==> config.mk <==
export PLATFORM = sky130hd
export DESIGN_NAME = aes_round_ctrl
export DESIGN_NICKNAME = d
export VERILOG_FILES = /design/src/rtl/aes_ctrl_pkg.sv /design/src/rtl/aes_round_ctrl_blk_ctr.sv /design/src/rtl/aes_round_ctrl.sv
export SDC_FILE = /design/constraint.sdc
export NUM_CORES = 1
export LEC_CHECK = 0
export BUFFER_PORTS_ARGS = -buffer_cell sky130_fd_sc_hd__buf_2
export CAP_MARGIN = 0
export CORE_ASPECT_RATIO = 1.25
export CORE_MARGIN = 8
export CORE_UTILIZATION = 50
export DETAILED_ROUTE_END_ITERATION = 8
export PLACE_DENSITY = 0.75
export SLEW_MARGIN = 10
export SYNTH_ARGS = -nofsm -noshare
export SYNTH_HDL_FRONTEND = slang
export SYNTH_SLANG_ARGS = --single-unit
export TNS_END_PERCENT = 5
==> constraint.sdc <==
create_clock -name clk -period 3 [get_ports clk]
set_input_delay 0.75 -clock clk [delete_from_list [all_inputs] [get_ports clk]]
set_output_delay 0.75 -clock clk [all_outputs]
set_load 0.05 [all_outputs]
==> src/rtl/aes_ctrl_pkg.sv <==
// Shared types and encodings for the iterative AES round sequencer.
package aes_ctrl_pkg;

  typedef enum logic [1:0] {
    ST_IDLE  = 2'd0,
    ST_ROUND = 2'd1,
    ST_FINAL = 2'd2,
    ST_DONE  = 2'd3
  } ctrl_state_e;

  localparam logic [1:0] SEL_LOAD  = 2'd0;
  localparam logic [1:0] SEL_ROUND = 2'd1;
  localparam logic [1:0] SEL_FINAL = 2'd2;

  localparam int AES128_NR = 10;

endpackage

==> src/rtl/aes_round_ctrl_blk_ctr.sv <==
// CTR block counter: loadable, increments on every accepted block.
module blk_ctr #(
  parameter int CTR_W = 32
) (
  input  logic             clk,
  input  logic             resetn,
  input  logic             load_en,
  input  logic             inc_en,
  input  logic [CTR_W-1:0] init,
  output logic [CTR_W-1:0] value
);

  localparam logic [CTR_W-1:0] ONE = CTR_W'(1);

  logic [CTR_W-1:0] cnt_q;
  logic [CTR_W-1:0] cnt_d;

  // A load coinciding with an accept: the accepted block has already used the
  // old value, so the register skips straight to init+1.
  always_comb begin
    cnt_d = cnt_q;
    if (load_en) begin
      cnt_d = inc_en ? (init + ONE) : init;
    end else if (inc_en) begin
      cnt_d = cnt_q + ONE;
    end
  end

  always_ff @(posedge clk or negedge resetn) begin
    if (!resetn) begin
      cnt_q <= '0;
    end else begin
      cnt_q <= cnt_d;
    end
  end

  assign value = cnt_q;

endmodule

==> src/rtl/aes_round_ctrl.sv <==
// Iterative AES round sequencer: LOAD, NR-1 full rounds, FINAL, then holds the
// keystream block under valid/ready; also owns the CTR block counter.
module aes_round_ctrl
  import aes_ctrl_pkg::*;
#(
  parameter int NR    = AES128_NR,
  parameter int CTR_W = 32
) (
  input  logic             clk,
  input  logic             resetn,
  input  logic             in_valid,
  output logic             in_ready,
  output logic             out_valid,
  input  logic             out_ready,
  output logic             state_we,
  output logic [1:0]       state_sel,
  output logic [3:0]       round_idx,
  output logic             busy,
  input  logic             ctr_load,
  input  logic [CTR_W-1:0] ctr_init,
  output logic [CTR_W-1:0] ctr_blk
);

  localparam logic [3:0] NR_IDX = 4'(NR);
  localparam logic [3:0] LAST_R = 4'(NR - 1);

  ctrl_state_e state_q, state_d;
  logic [3:0]  r_q, r_d;
  logic        out_valid_q;
  logic        busy_q;
  logic        accept;

  always_comb begin
    state_d   = state_q;
    r_d       = r_q;
    in_ready  = 1'b0;
    state_we  = 1'b0;
    state_sel = SEL_LOAD;
    round_idx = 4'd0;
    case (state_q)
      ST_IDLE: begin
        in_ready = 1'b1;
        if (in_valid) begin
          state_we = 1'b1;
          state_d  = ST_ROUND;
          r_d      = 4'd1;
        end
      end
      ST_ROUND: begin
        state_we  = 1'b1;
        state_sel = SEL_ROUND;
        round_idx = r_q;
        if (r_q == LAST_R) begin
          state_d = ST_FINAL;
          r_d     = 4'd0;
        end else begin
          r_d = r_q + 4'd1;
        end
      end
      ST_FINAL: begin
        state_we  = 1'b1;
        state_sel = SEL_FINAL;
        round_idx = NR_IDX;
        state_d   = ST_DONE;
      end
      ST_DONE: begin
        // The old block leaves on this edge, so a new LOAD may overwrite it.
        in_ready = out_ready;
        if (out_ready) begin
          if (in_valid) begin
            state_we = 1'b1;
            state_d  = ST_ROUND;
            r_d      = 4'd1;
          end else begin
            state_d = ST_IDLE;
          end
        end
      end
      default: state_d = ST_IDLE;
    endcase
  end

  assign accept = in_valid && in_ready;

  always_ff @(posedge clk or negedge resetn) begin
    if (!resetn) begin
      state_q     <= ST_IDLE;
      r_q         <= 4'd0;
      out_valid_q <= 1'b0;
      busy_q      <= 1'b0;
    end else begin
      state_q     <= state_d;
      r_q         <= r_d;
      out_valid_q <= (state_d == ST_DONE);
      busy_q      <= (state_d == ST_ROUND) || (state_d == ST_FINAL);
    end
  end

  assign out_valid = out_valid_q;
  assign busy      = busy_q;

  blk_ctr #(
    .CTR_W(CTR_W)
  ) u_blk_ctr (
    .clk    (clk),
    .resetn (resetn),
    .load_en(ctr_load && ((state_q == ST_IDLE) || (state_q == ST_DONE))),
    .inc_en (accept),
    .init   (ctr_init),
    .value  (ctr_blk)
  );

endmodule

# [Yosys cells after proc, flatten, opt, wreduce, memory -nomap -nowiden]
# Index checks and enable logic that the tools add are counted.
[op_classes] div_mod_pow=0 n_reduce_logical=9 shifts=0 n_mux=18 n_bitwise=0 addsub=3 eq_ne=8 n_lt_le_gt_ge=0 n_mul=0
[ops] op="32-bit 2-to-1 mux" n=3
[ops] op="32-bit by 1-bit adder with 32-bit output (second input constant)" n=2
[ops] op="4-bit 2-to-1 mux" n=3
[ops] op="4-bit one-hot mux with 3 select lines" n=1
[ops] op="2-bit equality test (second input constant)" n=4
[ops] op="2-bit one-hot mux with 4 select lines" n=1
[ops] op="4-bit one-hot mux with 2 select lines" n=1
[ops] op="2-bit 2-to-1 mux" n=3
[ops] op="4-bit by 1-bit adder with 4-bit output (second input constant)" n=1
[ops] op="2-bit by 1-bit equality test with 1-bit output (second input constant)" n=2
[ops] op="4-bit equality test (second input constant)" n=1
[ops] op="2-bit one-hot mux with 2 select lines" n=1
[ops] op="1-bit 2-to-1 mux" n=3
[ops] op="1-bit one-hot mux with 3 select lines" n=1
[ops] op="3-bit nonzero test" n=1
[ops] op="1-bit logical AND" n=2
[ops] op="2-bit zero test" n=1
[ops] op="1-bit logical OR" n=2
[ops] op="2-bit != test (second input constant)" n=1
[ops] op="1-bit one-hot mux with 2 select lines" n=1
[ops] op="2-bit AND reduction" n=1
[ops] op="2-bit nonzero test" n=1
[ops] op="2-bit OR reduction" n=1
[totals] inputBits=37 n_memories=0 ram_bits=0 regBits=40 elab_cells=43 mem_bits_ro=0 latch_bits=0

# [Depth between registers and ports, before layout]
# Gate-level depths: netlist (run 1).
[logic_depth] depth_word=5 ltp_mapped=9 ltp_nobuf=8

# [Cells and area by module]
# From an unflattened synthesis (run 1), not the netlist that was laid out.
[unflattened] hier_cells=324 hier_area_um2=3037.9
[modules_own_cells] module="blk_ctr" n_inst=1 area_per_inst_um2=2442.3 cells_per_inst=259 seq_area_each_um2=800.8
[modules_own_cells] module="aes_round_ctrl" n_inst=1 area_per_inst_um2=595.6 cells_per_inst=65 seq_area_each_um2=200.2

# [Worst setup path after synthesis (run 1)]
# OpenSTA, ideal clock, no wires.
[synth_timing] path_type="reg-to-output" start="register state_q[1]" end="output port state_we" n_path_buf=1 path_stages_with_launch=6 arrival_time_ns=2.309 setup_slack_ns=-0.059 cell_sequence="dfrtp_1 > inv_1 > ha_1 > clkbuf_1 > inv_1 > o21ai_0"
[synth_between] elab_chain_cells=3 word_cells_on_any_way=6
[synth_lines] item="start: declaration" line_no="aes_round_ctrl.sv:27" source="ctrl_state_e state_q, state_d;"
[synth_lines] item="start signal: assignment" line_no="aes_round_ctrl.sv:92" source="state_q <= state_d;"
[synth_lines] item="2-bit by 1-bit equality test with 1-bit output or 2-bit equality test (tied branches)" line_no="aes_round_ctrl.sv:40" source="case (state_q)"
[synth_lines] item="2-bit OR reduction (no line)"
[synth_lines] item="1-bit one-hot mux with 3 select lines (*)" line_no="aes_round_ctrl.sv:40"
[synth_lines] item="end: declaration" line_no="aes_round_ctrl.sv:15" source="output logic state_we,"
# Every way passes the cells marked *; elsewhere a longest branch is shown, timed or not.

# [Final worst setup path (run 1)]
[layout_timing] start="register state_q[1]" end="output port round_idx[3]"
[layout_between] elab_chain_cells=2 word_cells_on_any_way=3
[layout_lines] item="2-bit equality test or 2-bit by 1-bit equality test with 1-bit output (tied branches)" line_no="aes_round_ctrl.sv:40"
[layout_lines] item="4-bit one-hot mux with 2 select lines (*)" line_no="aes_round_ctrl.sv:40"
[layout_lines] item="end: declaration" line_no="aes_round_ctrl.sv:17" source="output logic [3:0] round_idx,"
# Marked as above.

==> results.md, run 1 <==
- Status: completed
- Avg Cell Area, Syn: slightly below 9 sq um
- Post-cts resize count: 0
- Final instance area: between 0.003 and 0.004 sq mm
- Drt drc: 0
- Initial DRT Pass Iterations: 7
- CP peak stage delay: 0.42 ns
- Share of layout cells above drive strength 1: 0.239
- Critical R2R Launch: state_q[1]$_DFF_PN0_
- Hold Crit Class: reg -> reg
- Mapped Nets: 420
- Mapped cell area: approximately 0.0033 sq mm
- Final-report max-slew violation count: 0
- Top cell by count, worst path: inv_1
- Max Root-Sink Buffers: 2
- Clock tree root buffer cell: clkbuf_8
- Gr busiest metal: met2
- Async set-reset flop share out of synthesis: 1.00
- Finished Core Util: 0.591
- DRT iter0 DRCs: between 150 and 200
- Top_reg_cell synth: dfrtp_1
- Max cap viols: 0
- Die width: between 80 and 90 microns
- Register area share after synthesis: 0.304
- Routed Antenna Nets: 0
- GPL Wtd Cong: 0.911
- Remaining Overflow, GRT: 0
- Clk slew on worst S/H paths: around 0.07 ns
- CP Data Arrival Time: 1.94 ns
- WP buf/inv: 4
- Die area: between 0.009 and 0.01 sq mm
- H-tree level count: 2
- IO buf count: 78
- Vias/cell: ~6
- Worst R2R End: u_blk_ctr.value[29]$_DFFE_PN0P_
- Clk sinks: 40
- Clock Latency Late Sink: about 0.30 ns
- Hold endpoint: u_blk_ctr.value[10]$_DFFE_PN0P_
- First-pass GRT wire length: roughly 15000 microns
- Worst reg2reg path depth: 8
- Hold path depth: 1
- DRT Wirelength: roughly 9000 microns
- Met3 GRT Util: 0.0283
- Layout overhead on the synthesized area: 16.4%
- Starting Density: 0.508
- Post-synth EDFFs: 0
- Peak Freq: 372 MHz
- Post-CTS Setup Bufs: 0
- Final Cycle Share: 0.897
- Kind of cell adding the most delay to the critical path: buffers and inverters
- Fin. Hold Viols: 0
- WL/cell: roughly 17 microns
- Worst Setup End Kind: output pin
- Slew HR: 0.403
- Die H: 107 microns
- Total negative slack: 0 ns
- Pwr/cell area: ~1100 mW/mm^2
- Worst Setup SP: state_q[1]$_DFF_PN0_
- ANT cells: 0
- Row cnt: 33
- RSZ-0062 raised after global routing: false
- Hold slack final: about 0.56 ns
- Worst Max-Slew Pin Slew: approximately 0.90 ns
- Vias: roughly 3.2k
- Synth Instances: between 300 and 400
- Tmin final: 2.69 ns
- Register bit total from synthesis: 40
- Warnings from Yosys: 0
- Critical path launch point type: flop
- Crit Path Category: reg -> out
- Peak supply drop: ~0.48 mV
- Synth cell types: 57
- Vias in the first global route: around 3.2k
- CP Cell Sequence: inv_1 > ha_1 > buf_4 > inv_1 > nor2_1 > buf_2
- I/O pin total: 79
- Critical path required time: 2.25 ns
- TritonCTS clock tree: yes
- M2 GR Usage: 0.340
- Layout Nets: 494
- # setup viols final: 0
- Hold wc startpoint: u_blk_ctr.value[10]$_DFFE_PN0P_
- Initial antenna violation count: 0
- FF-to-FF setup slack: 0.50 ns
- Static leakage: between 1.5 and 2 nW
- DP Area: 0.00374 sq mm
- GRT Total Usage: 0.198
- Critical-path maximum fanout: 7
- CTS hold repair buffers: 0
- Crit-path slowest cell: dfrtp_1
- Clk_skew: between 0.002 and 0.0025 ns
- Clock buffer count from CTS: 5
- Met1 usage: 0.238
- Largest net degree at the start of global routing: ~40
- Dpl hpwl: between 7000 and 8000 microns
- CORE AREA: around 0.0065 sq mm
[layer usage]
layer / up-vias / part of all wire
met3: 14 / 0.061
met5: - / 0
met1: 1533 / 0.41
met4: 0 / 0.020
met2: 104 / 0.51
li1: 1539 / -
[area by class of cell]
| cell class | instances | area, sq um |
|---|---|---|
| clock buffers | 8 | 90.1 |
| fillers | 610 | 2650 |
| inverters | 10 | 37.5 |
| multi-input cells | 305 | 2150 |
| flip-flops and latches | 40 | 1000 |
| well taps | 87 | 109 |
| repair buffers | 85 | 443 |
[worst reg2reg max path: stages (launching register included)]
cell and delay (ns):
dfrtp_1 0.42, inv_1 0.12, ha_1 0.38, nand3b_2 0.31
nor4_4 0.40, buf_4 0.22, nand4_1 0.12, xnor2_1 0.15
mux2_2 0.26
[Yosys cell counts (3+ instances only)]
master | n | area (sq um)
a21o_1 | 3 | 22.5
a21oi_1 | 13 | 65.1
and2_1 | 7 | 43.8
and3_1 | 13 | 81.3
and4_1 | 6 | 52.6
buf_2 | 4 | 20.0
buf_4 | 4 | 30.0
clkbuf_1 | 8 | 30.0
dfrtp_1 | 40 | 1000
ha_1 | 10 | 125
inv_1 | 10 | 37.5
mux2i_1 | 16 | 160
nand2_1 | 27 | 101
nand2b_1 | 3 | 18.8
nand3_1 | 26 | 130
nand4_1 | 31 | 194
nor2_1 | 22 | 82.6
nor2b_1 | 4 | 25.0
nor3_1 | 12 | 60.1
nor3b_1 | 3 | 22.5
nor4_1 | 7 | 43.8
o211ai_1 | 4 | 30.0
o21ai_0 | 13 | 65.1
o22ai_1 | 3 | 18.8
or3_1 | 3 | 18.8
xnor2_1 | 15 | 131
xor2_1 | 27 | 236
[kinds of logic (layout without fill, tap and decap cells)]
| logic type | after synthesis | after routing | share of synthesized area |
|---|---|---|---|
| and+or+nand+nor | 178 | 178 | 0.322 |
| DFF | 40 | 40 | 0.304 |
| xor gates and xnor gates | 43 | 43 | 0.117 |
| muxes | 19 | 19 | 0.0623 |
| adders and majority gates | 10 | 10 | 0.0380 |
| AOI/OAI and AO/OA | 55 | 55 | 0.114 |
| buffers and inverters | 28 | 103 | 0.0426 |
[where the power goes]
group	switching, W	internal, W	leakage (nW)
registers	0.000347	0.000801	0.476
clock network	0.000189	0.000188	0.0455
logic	0.00184	0.000761	1.16
[sequential cells by signal, indices dropped and copies added, names as in the netlist]
| name | flops |
|---|---|
| r_q | 4 |
| busy | 1 |
| state_q | 2 |
| u_blk_ctr.value | 32 |
| out_valid | 1 |
[metrics by stage]
step | cells | total power (W) | worst slack (ns)
after floorplan | 373 | 0.00309 | 0.223
after global placement | 527 | 0.00371 | 0.616
after detailed placement | 527 | 0.00376 | 0.540
after CTS | 535 | 0.00414 | 0.312
after global routing | 535 | 0.00438 | 0.152
final | 535 | 0.00412 | 0.310
[worst max-delay path by stage]
stage / cells after the start / slack (ns) / endpoint
2_1_floorplan: 5 / 0.22 / round_idx[1]
3_3_place_gp: 8 / 0.62 / u_blk_ctr.value[29]$_DFFE_PN0P_
3_5_place_dp: 8 / 0.54 / u_blk_ctr.value[29]$_DFFE_PN0P_
4_1_cts: 6 / 0.31 / round_idx[3]
5_1_grt: 6 / 0.15 / state_we
6_report: 6 / 0.31 / round_idx[3]
[cell usage in the layout, fill, tap and decap left out, drive strengths merged, types with 4 or more instances in the layout]
cell type	synthesis	layout
a21oi	14	14
and2	8	8
and3	13	13
and4	6	6
buf	10	85
clkbuf	8	8
dfrtp	40	40
ha	10	10
inv	10	10
mux2i	16	16
nand2	27	27
nand3	27	27
nand4	31	31
nor2	22	22
nor2b	4	4
nor3	13	13
nor4	9	9
o211ai	4	4
o21ai	14	14
xnor2	16	16
xor2	27	27
Note: power is estimated with default switching activity, not from simulation.
==> inputs of run 2 (changes only) <==
- BUFFER_PORTS_ARGS: -buffer_cell sky130_fd_sc_hd__buf_2 -> -buffer_cell sky130_fd_sc_hd__buf_4
==> run 2 against run 1 <==
Net effect: core utilization grew 3.2 points; clock power hardly changed; critical path depth increased by 2; setup slack better by 0.23 ns; first-iteration DRC count grew 61%; sequential cell count stayed put; cell area increased by 5.4%; sequential share of layout area decreased by 1.3 points; clock skew grew 0.0056 ns.
==> results.md, run 2 (synthesis gave the netlist of run 1 again) <==
- Status: completed
- Die width: 88.6 microns (unchanged)
- Tmin final: 2.46 ns (-0.228 ns)
- Share of layout cells above drive strength 1: 0.245 (+0.00615)
- Final Cycle Share: 0.821 (-0.0758)
- Hold Crit Class: in -> async
- Pre-CTS setup slack: 0.555 ns (+0.0152 ns)
- Clock buffer count from CTS: 5 (unchanged)
- Post-CTS Setup Bufs: 0 (unchanged)
- Largest net degree at the start of global routing: 41 (unchanged)
- DRT Wirelength: 9530 microns (+4.2%)
- CORE AREA: 0.00648 sq mm (unchanged)
- Clk_skew: 0.00796 ns (+0.00564 ns)
- Remaining Overflow, GRT: 0 (unchanged)
- CTS hold repair buffers: 0 (unchanged)
- Critical R2R Launch: state_q[1]$_DFF_PN0_
- Critical-path maximum fanout: 14 (+7)
- Fin. Hold Viols: 0 (unchanged)
- Die H: 107 microns (unchanged)
- Initial antenna violation count: 0 (unchanged)
- Critical path launch point type: flop
- Post-route setup slack: 0.537 ns (+0.228 ns)
- Clk sinks: 40 (unchanged)
- Critical path required time: 3.22 ns (+0.97 ns)
- Worst R2R End: u_blk_ctr.value[24]$_DFFE_PN0P_
- Multi-input gate area: 0.00215 sq mm (unchanged)
- Drt drc: 0 (unchanged)
- Peak supply drop: 0.594 mV (+24%)
- Slew HR: 0.567 (+0.164)
- Max cap viols: 0 (unchanged)
- Starting Density: 0.508 (unchanged)
- # setup viols final: 0 (unchanged)
- WL/cell: 17.8 microns (+4.0%)
- Int Power: 0.00192 W (+9.6%)
- Routed Antenna Nets: 0 (unchanged)
- Die area: 0.00946 sq mm (unchanged)
- IO buf count: 78 (unchanged)
- Worst Max-Slew Pin Slew: 0.650 ns (-0.246 ns)
- Dpl hpwl: 7430 microns (+3.8%)
- Row cnt: 33 (unchanged)
- Most common cell after layout, fill and taps aside: buf_4
- Vias in the first global route: 3219 (+1.4%)
- Vias/cell: 5.99 (+0.47%)
- DRT iter0 DRCs: 267 (+61%)
- Worst Setup End Kind: flop
- Clock tree root buffer cell: clkbuf_8
- GRT Total Usage: 0.205 (+0.00644)
- RSZ-0062 raised after global routing: false
- Crit Path Category: reg -> reg
- Peak Freq: 406 MHz (+9.2%)
- Most frequent cells in the layout: buf_4 (86), dfrtp_1 (40), nand4_1 (31), nand2_1 (27), xor2_1 (27)
- GPL Wtd Cong: 0.961 (+5.5%)
- Total negative slack: 0 ns (unchanged)
- Max Root-Sink Buffers: 2 (unchanged)
- Max FFs per register: 32 (unchanged)
- Clock Latency Late Sink: 0.29 ns (about the same)
- I/O pin total: 79 (unchanged)
- First-pass GRT wire length: 15600 microns (+3.4%)
- H-tree level count: 2 (unchanged)
- Final instance area: 0.00404 sq mm (+5.4%)
- Combinational share of power: 0.644 (+0.014)
- Layout overhead on the synthesized area: 22.6%
- TritonCTS clock tree: yes
- Storage cell area: 0.00100 sq mm (unchanged)
- Worst reg2reg path depth: 8 (unchanged)
- Hold slack final: 0.431 ns (-0.131 ns)
- FF-to-FF setup slack: 0.54 ns (+0.04 ns)
- Sequential Power Share: 0.270 (-0.008)
- Switch Pwr: 0.00240 W (+1.1%)
- DP Area: 0.00395 sq mm (+5.4%)
- Worst Setup SP: state_q[1]$_DFF_PN0_
- ANT cells: 0 (unchanged)
- Post-cts resize count: 0 (unchanged)
- Fillers: 574 (-5.9%)
- Vias: 3211 (+0.66%)
- Static leakage: 1.75 nW (+4.3%)
- Layout Nets: 495 (+0.20%)
- CP Data Arrival Time: 2.69 ns (+0.75 ns)
- Pwr/cell area: 1070 mW/mm^2 (-0.59%)
- Clock power frac: 0.087 (-0.004)
- Clk slew on worst S/H paths: 0.08 ns (about the same)
- Initial DRT Pass Iterations: 4 (-3)
- Sw Ratio: 0.556 (-0.0197)
- Final-report max-slew violation count: 0 (unchanged)
## run 2: changes by cell type in the layout (fill, tap and decap cells not counted)
cell and change:
buf_4 +79, buf_2 -78, clkbuf_1 -2, clkinv_2 +2
## run 2: worst max-delay path, stage by stage, from the launching register on
cell and delay (ns):
dfrtp_1 0.42, inv_1 0.11, ha_1 0.31, buf_4 0.20
and4b_4 0.41, nand3_4 0.10, or4_4 0.57, xnor2_2 0.14
mux2i_1 0.13
## run 2: metrics by stage
| step | cells | util | total power [W] |
|---|---|---|---|
| after floorplan | 373 | - | 0.00309 |
| after global placement | 528 | 0.609 | 0.00390 |
| after detailed placement | 528 | 0.609 | 0.00395 |
| after CTS | 536 | 0.623 | 0.00433 |
| after global routing | 536 | 0.623 | 0.00457 |
| final | 536 | 0.623 | 0.00432 |
## run 2: worst max-delay path by stage
stage,to,slack (ns),cells past startpoint
2_1_floorplan,round_idx[1],0.22,5
3_3_place_gp,u_blk_ctr.value[24]$_DFFE_PN0P_,0.64,8
3_5_place_dp,u_blk_ctr.value[24]$_DFFE_PN0P_,0.56,8
4_1_cts,u_blk_ctr.value[24]$_DFFE_PN0P_,0.55,8
5_1_grt,u_blk_ctr.value[20]$_DFFE_PN0P_,0.38,9
6_report,u_blk_ctr.value[24]$_DFFE_PN0P_,0.54,8
## run 2: cell type report
class,instances,share of cell area
clock buffer,6,0.0205
clock inverter,2,0.00248
inverter,10,0.00930
multi-input combinational,305,0.533
sequential,40,0.248
tap,87,0.0270
timing repair buffer,86,0.160
## run 2: layer usage
layer  part of all wire  vias to the layer above  GRT usage
met4              0.018                        0     0.0642
met5                  0                        -          0
li1                   -                     1533          -
met3              0.071                       11     0.0283
met1               0.40                     1535      0.249
met2               0.51                      132      0.358
## run 2: power by group through the flow
stage | Combinational (W) | Sequential (W) | Clock [W]
after global placement | 0.00274 | 0.00116 | 0
after CTS | 0.00279 | 0.00116 | 0.000383
final | 0.00278 | 0.00116 | 0.000374
after global routing | 0.00295 | 0.00121 | 0.000410
after floorplan | 0.00123 | 0.00186 | 0
after detailed placement | 0.00278 | 0.00117 | 0
==> inputs of run 3 (changes only) <==
- clock period: 3 -> 2.45 ns (I/O delays scaled with it)
==> run 3 against run 2 <==
Net effect: via count rose by 2.2%; sequential share of layout area decreased by 0.56 points; first-iteration DRC count decreased by 41%; non-clock buffer count increased by 9; sequential cell count unchanged; critical path depth is 2 lower; sequential power increased by 23%; register-to-register slack got worse by 0.40 ns; cell area up 2.3%; die area is the same; clock skew fell by 0.0063 ns; global-route usage is 0.30 points higher; critical path type is now reg -> out; highest routed layer unchanged.
==> results.md, run 3 (synthesis gave the netlist of run 1 again) <==
- Status: completed
- Layout Nets: 504 (+1.8%)
- Final Cycle Share: 0.969
- Die width: 88.6 microns (unchanged)
- Row cnt: 33 (unchanged)
- Pre-CTS setup slack: 0.0825 ns (-0.473 ns)
- DRT iter0 DRCs: 157 (-41%)
- Routed Antenna Nets: 0 (unchanged)
- Critical R2R Launch: state_q[0]$_DFF_PN0_
- RSZ-0062 raised after global routing: true
- Max FFs per register: 32 (unchanged)
- IO buf count: 78 (unchanged)
- Drt drc: 0 (unchanged)
- Worst Setup SP: state_q[0]$_DFF_PN0_
- CTS hold repair buffers: 0 (unchanged)
- Critical path launch point type: flop
- ANT cells: 0 (unchanged)
- Largest net degree at the start of global routing: 41 (unchanged)
- Clock tree root buffer cell: clkbuf_8
- Remaining Overflow, GRT: 0 (unchanged)
- Most frequent cells in the layout: buf_4 (93), dfrtp_1 (40), nand4_1 (31), nand2_1 (27), xor2_1 (27)
- Initial DRT Pass Iterations: 5 (+1)
- Peak Freq: between 400 and 500 MHz
- GRT Total Usage: 0.208 (+0.00300)
- Max Root-Sink Buffers: 2 (unchanged)
- Total negative slack: 0 ns (unchanged)
- CP Data Arrival Time: 1.76 ns (-0.93 ns)
- GPL Wtd Cong: 0.936 (-2.5%)
- Worst Max-Slew Pin Slew: 0.655 ns (+0.00564 ns)
- CP Capture Point: state_we
- Initial antenna violation count: 0 (unchanged)
- Static leakage: 1.80 nW (+2.7%)
- Layout overhead on the synthesized area: 25.5%
- Post-Layout Cell Count: 545 (+1.7%)
- Vias: 3282 (+2.2%)
- FF-to-FF setup slack: 0.14 ns (-0.40 ns)
- First-pass GRT wire length: 15700 microns (+0.80%)
- Final instance area: 0.00413 sq mm (+2.3%)
- Hold slack final: 0.274 ns (-0.156 ns)
- CORE AREA: 0.00648 sq mm (unchanged)
- Most common cell after layout, fill and taps aside: buf_4
- Pwr/cell area: 1310 mW/mm^2 (+22%)
- Clk slew on worst S/H paths: 0.08 ns (about the same)
- Max cap viols: 0 (unchanged)
- Clk_skew: 0.00163 ns (-0.00633 ns)
- Hold Crit Class: in -> async
- Critical path required time: 1.84 ns (-1.38 ns)
- Vias/cell: 6.02 (+0.52%)
- Clock Latency Late Sink: 0.29 ns (about the same)
- Vias in the first global route: 3258 (+1.2%)
- H-tree level count: 2 (unchanged)
- I/O pin total: 79 (unchanged)
- Die area: 0.00946 sq mm (unchanged)
- Post-CTS Setup Bufs: 0 (unchanged)
- WL/cell: 17.8 microns (+0.14%)
- Share of layout cells above drive strength 1: 0.264 (+0.0192)
- # setup viols final: 0 (unchanged)
- Die H: 107 microns (unchanged)
- Crit Path Category: reg -> out
- Dpl hpwl: 7660 microns (+3.0%)
- DP Area: 0.00402 sq mm (+1.8%)
- Clock buffer count from CTS: 5 (unchanged)
- Worst R2R End: u_blk_ctr.value[15]$_DFFE_PN0P_
- DRT Wirelength: 9700 microns (+1.8%)
- Peak supply drop: 0.632 mV (+6.5%)
- Starting Density: 0.508 (unchanged)
- # placed instances: 537 (+1.7%)
- Tmin final: between 2 and 2.5 ns
- Post-route setup slack: 0.0752 ns (-0.462 ns)
- Worst Setup End Kind: output pin
- Worst reg2reg path depth: 8 (unchanged)
- Slew HR: 0.559 (-0.00779)
- Critical-path maximum fanout: 8 (-6)
- TritonCTS clock tree: yes
- Clk sinks: 40 (unchanged)
- Fin. Hold Viols: 0 (unchanged)
- Final-report max-slew violation count: 0 (unchanged)
==> run 3: repair_timing <==
item,4_1_cts,5_1_grt
gates resized for setup,3,3
cloned,0,0
pin swaps,0,1
endpoints found under the setup margin,2,3
==> run 3: worst min path at each step <==
stage / slack (ns) / cells after the start / endpoint
floorplan: 0.32 / 0 / busy$_DFF_PN0_
global placement: 0.55 / 2 / r_q[1]$_DFFE_PN0P_
detailed placement: 0.56 / 1 / u_blk_ctr.value[10]$_DFFE_PN0P_
CTS: 0.31 / 1 / r_q[2]$_DFFE_PN0P_
global route: 0.33 / 1 / u_blk_ctr.value[7]$_DFFE_PN0P_
finish: 0.27 / 1 / r_q[2]$_DFFE_PN0P_
==> run 3: final cells by class <==
cell class | count | area (sq um)
well taps | 87 | 109
clock buffers | 8 | 90.1
repair buffers | 95 | 721
inverters | 10 | 37.5
fillers | 567 | 2350
multi-input cells | 305 | 2170
flip-flops and latches | 40 | 1000
==> run 3: per-stage QoR <==
stage,util,total power (W)
after floorplan,-,0.00378
after global placement,0.619,0.00483
after detailed placement,0.619,0.00488
after CTS,0.636,0.00539
after global routing,0.637,0.00571
final,0.637,0.00540
==> run 3: where the power goes <==
part           total (W)  switching, W  leakage, nW  internal, W
Sequential       0.00143      0.000453        0.476     0.000981
Combinational    0.00351       0.00230         1.27      0.00121
Clock           0.000459      0.000229       0.0455     0.000230
==> run 3: routing by layer <==
| metal | vias up | GRT usage | wire length (microns) | part of all wire |
|---|---|---|---|---|
| met5 | - | 0 | 0 | 0 |
| met4 | 0 | 0.0824 | 237 | 0.024 |
| met3 | 16 | 0.0214 | 524 | 0.054 |
| met2 | 124 | 0.363 | 4950 | 0.51 |
| met1 | 1583 | 0.251 | 3990 | 0.41 |
| li1 | 1559 | - | - | - |
==> run 3: critical path, cell delays in order (launching register included) <==
cell	delay, ns
dfrtp_1	0.40
inv_1	0.13
ha_4	0.32
buf_4	0.16
inv_1	0.13
o21ai_2	0.16
buf_6	0.17
